File: config.mk
export PLATFORM = sky130hd
export DESIGN_NAME = adc_readout_accum
export DESIGN_NICKNAME = d
export VERILOG_FILES = /design/src/rtl/adc_readout_accum.sv
export SDC_FILE = /design/constraint.sdc
export NUM_CORES = 2
export LEC_CHECK = 0
export BUFFER_PORTS_ARGS = -buffer_cell sky130_fd_sc_hd__buf_4
export CAP_MARGIN = 20
export CORE_AREA = 2 2 381 383
export CTS_CLUSTER_DIAMETER = 40
export DETAILED_ROUTE_END_ITERATION = 8
export DIE_AREA = 0 0 383 385
export PLACE_DENSITY_LB_ADDON = 0.3
export SYNTH_ARGS = -nofsm -noshare
export SYNTH_HDL_FRONTEND = slang
export SYNTH_SLANG_ARGS = --single-unit
File: constraint.sdc
create_clock -name CLK -period 13.9 [get_ports CLK]
set_clock_uncertainty 0.15 [all_clocks]
set_input_delay 2.78 -clock CLK [delete_from_list [all_inputs] [get_ports CLK]]
set_output_delay 2.78 -clock CLK [all_outputs]
set_load 0.005 [all_outputs]
File: src/rtl/adc_readout_accum.sv
// Readout accumulator for the crossbar ADCs: decodes thermometer pairs and shift-accumulates the
// bit planes, then streams per-ADC results. Optional macro ADC_BUBBLE_CHECK_EN enables bubble detection.
module adc_readout_accum #(
    parameter int unsigned NUM_ADC     = 32,
    parameter int unsigned ADC_WIDTH   = 4,
    parameter int unsigned THERM_WIDTH = 15,
    parameter int unsigned NUM_PLANES  = 4,
    parameter int unsigned SETTLE_CYC  = 4,
    parameter int unsigned ACC_WIDTH   = 9,
    localparam int unsigned PlaneW = (NUM_PLANES > 1) ? $clog2(NUM_PLANES) : 1,
    localparam int unsigned IdxW   = (NUM_ADC > 1) ? $clog2(NUM_ADC) : 1,
    localparam int unsigned BusW   = THERM_WIDTH * NUM_ADC
) (
    input  logic                 CLK,
    input  logic                 RSTb,
    input  logic                 conv_done,
    input  logic [BusW-1:0]      outp,
    input  logic [BusW-1:0]      outn,
    output logic                 busy,
    output logic [PlaneW-1:0]    plane_idx,
    output logic                 res_valid,
    input  logic                 res_ready,
    output logic [ACC_WIDTH-1:0] res_data,
    output logic [IdxW-1:0]      res_idx,
    output logic                 res_last,
    output logic                 conv_err,
    output logic                 bubble_err
);

    localparam int unsigned CntW = (SETTLE_CYC > 1) ? $clog2(SETTLE_CYC) : 1;

    typedef enum logic [2:0] {
        StIdle,
        StSettle,
        StCapture,
        StAccum,
        StWait,
        StDrain
    } state_e;

    state_e                 state_q, state_d;
    logic [CntW-1:0]        cnt_q, cnt_d;
    logic [IdxW-1:0]        adc_idx_q, adc_idx_d;
    logic [PlaneW-1:0]      plane_q, plane_d;
    logic                   res_valid_q, res_valid_d;
    logic [ACC_WIDTH-1:0]   res_data_q, res_data_d;
    logic [IdxW-1:0]        res_idx_q, res_idx_d;
    logic                   res_last_q, res_last_d;
    logic                   conv_err_q, conv_err_d;
    logic [BusW-1:0]        cap_p_q, cap_n_q;
    logic [ACC_WIDTH-1:0]   acc_q [NUM_ADC];

    logic                   cap_en;
    logic                   acc_we;
    logic [THERM_WIDTH-1:0] cur_p, cur_n;
    logic [ADC_WIDTH-1:0]   pop_p, pop_n;
    logic signed [ADC_WIDTH:0] diff;
    logic [ACC_WIDTH-1:0]   contrib;
    logic [ACC_WIDTH-1:0]   acc_sum;
    logic [IdxW-1:0]        res_idx_nxt;

    // Decode the ADC currently being accumulated from the capture flops.
    always_comb begin
        cur_p = cap_p_q[int'(adc_idx_q) * THERM_WIDTH +: THERM_WIDTH];
        cur_n = cap_n_q[int'(adc_idx_q) * THERM_WIDTH +: THERM_WIDTH];
        pop_p = '0;
        pop_n = '0;
        for (int j = 0; j < THERM_WIDTH; j++) begin
            pop_p = pop_p + ADC_WIDTH'(cur_p[j]);
            pop_n = pop_n + ADC_WIDTH'(cur_n[j]);
        end
        diff    = $signed({1'b0, pop_p}) - $signed({1'b0, pop_n});
        contrib = {{(ACC_WIDTH - ADC_WIDTH - 1){diff[ADC_WIDTH]}}, diff} << plane_q;
        acc_sum = (plane_q == '0) ? contrib : acc_q[adc_idx_q] + contrib;
    end

    assign res_idx_nxt = res_idx_q + IdxW'(1);

    always_comb begin
        state_d     = state_q;
        cnt_d       = cnt_q;
        adc_idx_d   = adc_idx_q;
        plane_d     = plane_q;
        res_valid_d = res_valid_q;
        res_data_d  = res_data_q;
        res_idx_d   = res_idx_q;
        res_last_d  = res_last_q;
        conv_err_d  = conv_err_q;
        cap_en      = 1'b0;
        acc_we      = 1'b0;

        if (conv_done && !(state_q == StIdle || state_q == StWait)) begin
            conv_err_d = 1'b1;
        end

        unique case (state_q)
            StIdle, StWait: begin
                if (conv_done) begin
                    state_d = StSettle;
                    cnt_d   = CntW'(SETTLE_CYC - 1);
                end
            end
            StSettle: begin
                if (cnt_q == '0) begin
                    state_d = StCapture;
                end else begin
                    cnt_d = cnt_q - CntW'(1);
                end
            end
            StCapture: begin
                cap_en    = 1'b1;
                adc_idx_d = '0;
                state_d   = StAccum;
            end
            StAccum: begin
                acc_we = 1'b1;
                if (adc_idx_q == IdxW'(NUM_ADC - 1)) begin
                    adc_idx_d = '0;
                    if (plane_q == PlaneW'(NUM_PLANES - 1)) begin
                        plane_d     = '0;
                        state_d     = StDrain;
                        res_valid_d = 1'b1;
                        res_idx_d   = '0;
                        // With a single ADC, entry 0 is being written this very cycle.
                        res_data_d  = (NUM_ADC == 1) ? acc_sum : acc_q[0];
                        res_last_d  = (NUM_ADC == 1);
                    end else begin
                        plane_d = plane_q + PlaneW'(1);
                        state_d = StWait;
                    end
                end else begin
                    adc_idx_d = adc_idx_q + IdxW'(1);
                end
            end
            StDrain: begin
                if (res_valid_q && res_ready) begin
                    if (res_last_q) begin
                        state_d     = StIdle;
                        res_valid_d = 1'b0;
                        res_idx_d   = '0;
                        res_data_d  = '0;
                        res_last_d  = 1'b0;
                    end else begin
                        res_idx_d  = res_idx_nxt;
                        res_data_d = acc_q[res_idx_nxt];
                        res_last_d = (res_idx_nxt == IdxW'(NUM_ADC - 1));
                    end
                end
            end
            default: state_d = StIdle;
        endcase
    end

    always_ff @(posedge CLK or negedge RSTb) begin
        if (!RSTb) begin
            state_q     <= StIdle;
            cnt_q       <= '0;
            adc_idx_q   <= '0;
            plane_q     <= '0;
            res_valid_q <= 1'b0;
            res_data_q  <= '0;
            res_idx_q   <= '0;
            res_last_q  <= 1'b0;
            conv_err_q  <= 1'b0;
            cap_p_q     <= '0;
            cap_n_q     <= '0;
        end else begin
            state_q     <= state_d;
            cnt_q       <= cnt_d;
            adc_idx_q   <= adc_idx_d;
            plane_q     <= plane_d;
            res_valid_q <= res_valid_d;
            res_data_q  <= res_data_d;
            res_idx_q   <= res_idx_d;
            res_last_q  <= res_last_d;
            conv_err_q  <= conv_err_d;
            if (cap_en) begin
                cap_p_q <= outp;
                cap_n_q <= outn;
            end
        end
    end

    // Plane 0 overwrites, so the array needs no reset.
    always_ff @(posedge CLK) begin
        if (acc_we) begin
            acc_q[adc_idx_q] <= acc_sum;
        end
    end

`ifdef ADC_BUBBLE_CHECK_EN
    logic bubble_q;
    logic bubble_det;

    // A 0 below a 1 means the thermometer code is not monotonic.
    always_comb begin
        bubble_det = 1'b0;
        for (int i = 0; i < int'(NUM_ADC); i++) begin
            for (int j = 0; j < int'(THERM_WIDTH) - 1; j++) begin
                if ((!outp[i * THERM_WIDTH + j] && outp[i * THERM_WIDTH + j + 1]) ||
                    (!outn[i * THERM_WIDTH + j] && outn[i * THERM_WIDTH + j + 1])) begin
                    bubble_det = 1'b1;
                end
            end
        end
    end

    always_ff @(posedge CLK or negedge RSTb) begin
        if (!RSTb) begin
            bubble_q <= 1'b0;
        end else if (state_q == StCapture && bubble_det) begin
            bubble_q <= 1'b1;
        end
    end

    assign bubble_err = bubble_q;
`else
    assign bubble_err = 1'b0;
`endif

    assign busy      = (state_q != StIdle);
    assign plane_idx = plane_q;
    assign res_valid = res_valid_q;
    assign res_data  = res_data_q;
    assign res_idx   = res_idx_q;
    assign res_last  = res_last_q;
    assign conv_err  = conv_err_q;

endmodule

==> results.json <==
{
  "status": "finished clean",
  "grt_setup_unrepaired": "false",
  "path_common_cell": "fa_1",
  "tritoncts": "done",
  "hp-class": "reg -> reg",
  "worst_ep_arrival_time_ps": 11250,
  "max_freq_mhz": 92.96,
  "syn-cell-area_mm2": 0.05839,
  "drt_wl_total_um": 211000,
  "avgRoutedWirePerCell_um": 31.91,
  "worstSetupPathType": "reg -> reg",
  "yosys.area_share.simple_pct": 1.914,
  "fin_crit_sh_pct": 77.39,
  "r2r_slack_ps": 3140,
  "synth.mux.area_fraction_pct": 34.28,
  "synth_top_family_by_area": "multiplexers",
  "cp-end-kind": "flop",
  "cp.required_ps": 14390,
  "die_w_um": 383,
  "remaining_drc_errors": 0,
  "grt_pass1_wl_um": 295400,
  "hold_viol_final": 0,
  "timing.rr.start": "adc_idx_q[0]$_DFFE_PN0P_",
  "ctsHoldBuffers": 0,
  "synth_nets": 4498,
  "min_path_cells": 1,
  "avgSynthCellArea_um2": 16.75,
  "post_cts_buffers": 0,
  "cts_inserted_buffers": 185,
  "via_per_inst": 5.774,
  "synth_seq_cells": 1277,
  "drt_iter0_markers": 3436,
  "ant_nets": 0,
  "yosysWarnings": 0,
  "hpwl_um": 158300,
  "synth_edf_count": 288,
  "max-slew-margin-rel_pct": 22.68,
  "cts_resized": 0,
  "grt_use_total_pct": 28.35,
  "antenna_found_initial": 63,
  "max_stage_delay_ps": 1140,
  "synth_fa_ha_area_share_pct": 1.324,
  "setup_tns_ps": 0,
  "netlist_instances": 3486,
  "firstDrtPassIters": 5,
  "clk_pin_slew_worst_paths_ps": 60,
  "cts.htree.levels": 4,
  "io_buffers": 983,
  "die_area_mm2": 0.1475,
  "min-delay-start": "conv_err$_DFFE_PN0P_",
  "worstMarginPinSlew_ps": 1160,
  "gp_congestion": 0.9113,
  "cp_slowest_cell": "dfrtp_4",
  "period_needed_ps": 10760,
  "cts_buffer_depth": 3,
  "die_h_um": 385,
  "maxCapViolations": 0,
  "yosys.cell_types.count": 64,
  "initial_core_util_pct": 40.79,
  "async_reset_ff_share_pct": 77.45,
  "fillCellCount": 11820,
  "worst_r2r_path_depth": 27,
  "synth_compound_area_share_pct": 2.867,
  "vias": 38180,
  "clkLatencyLatePin_ps": 820,
  "ys_seq_area_share_pct": 57.20,
  "synthXorXnorAreaFrac_pct": 0.1779,
  "core-area_mm2": 0.1431,
  "cp_max_fo": 43,
  "synth-main-ff-cell": "dfrtp_1",
  "r2r-end": "acc_q[2][7]$_DFFE_PP_",
  "grt_pass1_vias": 40000,
  "start_kind": "flop",
  "grt_max_degree": 198,
  "drive_gt1_share_pct": 59.81,
  "cts_root_buf": "clkbuf_16",
  "area_growth_pct": 27.95,
  "hold_path_end": "conv_err$_DFFE_PN0P_",
  "overflow": 0,
  "fin_nets": 5513,
  "clock-sinks": 1277,
  "ioPinCount": 985,
  "slew_viol_final": 0,
  "setup_violations": 0,
  "rows": 139
}
[stage by stage]
stage / cell area, um2 / utilization [%] / cells / setup WS, ps / hold WS, ps
after global placement: 67860 / 47.41 / 6209 / 2708 / 314.7
after global routing: 74660 / 52.16 / 6595 / 2592 / 358.9
after CTS: 74470 / 52.03 / 6556 / 2554 / 346.5
after floorplan: 58390 / - / 3486 / 4113 / 309.0
after detailed placement: 67870 / 47.42 / 6210 / 2576 / 320.2
final: 74700 / 52.19 / 6612 / 3143 / 348.2
[critical path, delay by kind of cell, from the launching register on]
family | cells | cell delay, ps
xor gates and xnor gates | 1 | 600
DFF | 1 | 1140
muxes | 2 | 950
and+or+nand+nor | 5 | 1080
adders and majority gates | 9 | 4240
AOI/OAI and AO/OA | 4 | 1240
buffers and inverters | 6 | 1170
[cells by family (layout without fill, tap and decap cells)]
logic type               Yosys count  count (layout)
multiplexers                    1402            1402
other                              1              50
flip-flops                      1277            1277
AND/OR/NAND/NOR                  208             208
buffers and inverters            293            1467
adder cells (fa/ha/maj)           48              48
XOR/XNOR                          11              11
AO/OA/AOI/OAI                    246             246
[flip-flops by register name, summed over array words and instances (netlist names)]
register	cells
res_idx	5
res_valid	1
res_last	1
adc_idx_q	5
state_q	3
acc_q	288
cnt_q	2
conv_err	1
plane_idx	2
cap_n_q	480
res_data	9
cap_p_q	480
[area by class of cell]
| type | instances | area (um2) | share of cell area [%] |
|---|---|---|---|
| Clock buffer | 215 | 4936 | 6.607 |
| Timing Repair Buffer | 1074 | 8253 | 11.05 |
| Antenna cell | 49 | 122.6 | 0.1641 |
| Inverter | 47 | 176.4 | 0.2362 |
| Clock inverter | 131 | 1664 | 2.228 |
| Tap cell | 1903 | 2381 | 3.187 |
| Sequential cell | 1277 | 33410 | 44.72 |
| Multi-Input combinational cell | 1916 | 23760 | 31.81 |
[placed cells by master, fill, tap and decap left out, types with 9 or more instances in the layout]
cell | netlist | final
nor4_1 | 12 | 12
nor3_1 | 9 | 9
mux2i_1 | 51 | 51
nor2_2 | 0 | 9
inv_6 | 0 | 16
nor2_1 | 56 | 46
clkbuf_1 | 115 | 14
fa_1 | 23 | 23
clkinv_2 | 0 | 31
and4_1 | 10 | 10
o22ai_1 | 58 | 58
clkbuf_16 | 0 | 188
o21ai_0 | 15 | 15
inv_1 | 43 | 43
buf_4 | 13 | 1055
buf_12 | 0 | 10
bufinv_16 | 0 | 25
clkinvlp_4 | 0 | 26
diode_2 | 0 | 49
ha_1 | 25 | 24
nand2_1 | 56 | 56
nand4_1 | 16 | 16
a22oi_1 | 108 | 108
edfxtp_1 | 288 | 288
mux4_2 | 381 | 381
a21oi_1 | 25 | 24
clkbuf_8 | 0 | 13
mux2_2 | 970 | 970
dfrtp_1 | 989 | 986
clkinv_4 | 0 | 10
[how the worst max path moves through the flow]
stage                                        start                      to  depth (start not counted)  slack [ps]
after floorplan           adc_idx_q[0]$_DFFE_PN0P_   acc_q[0][6]$_DFFE_PP_                         32        4110
after global placement    adc_idx_q[0]$_DFFE_PN0P_   acc_q[4][8]$_DFFE_PP_                         28        2710
after detailed placement  adc_idx_q[0]$_DFFE_PN0P_  acc_q[21][8]$_DFFE_PP_                         28        2580
after CTS                 adc_idx_q[0]$_DFFE_PN0P_  acc_q[22][8]$_DFFE_PP_                         28        2550
after global routing      adc_idx_q[0]$_DFFE_PN0P_   acc_q[2][7]$_DFFE_PP_                         27        2590
final                     adc_idx_q[0]$_DFFE_PN0P_   acc_q[2][7]$_DFFE_PP_                         27        3140
[synthesized netlist by cell type, types with 43 or more instances]
cell / count / area [um2]
a22oi_1: 108 / 810.8
buf_2: 99 / 495.5
clkbuf_1: 115 / 431.7
dfrtp_1: 989 / 24750
edfxtp_1: 288 / 8648
inv_1: 43 / 161.4
mux2_2: 970 / 10920
mux2i_1: 51 / 510.5
mux4_2: 381 / 8581
nand2_1: 56 / 210.2
nor2_1: 56 / 210.2
o22ai_1: 58 / 362.9
[layer usage]
metal | GRT usage, % | vias to the layer above | part of all wire, %
met5 | 0 | - | 0.082
met4 | 14.22 | 28 | 5.4
met3 | 7.868 | 424 | 8.1
met2 | 47.88 | 1699 | 51
met1 | 33.23 | 20330 | 36
li1 | - | 15700 | -
Power is not shown: default switching activity piles up to over one toggle a cycle in this logic, so the estimate is an artifact.
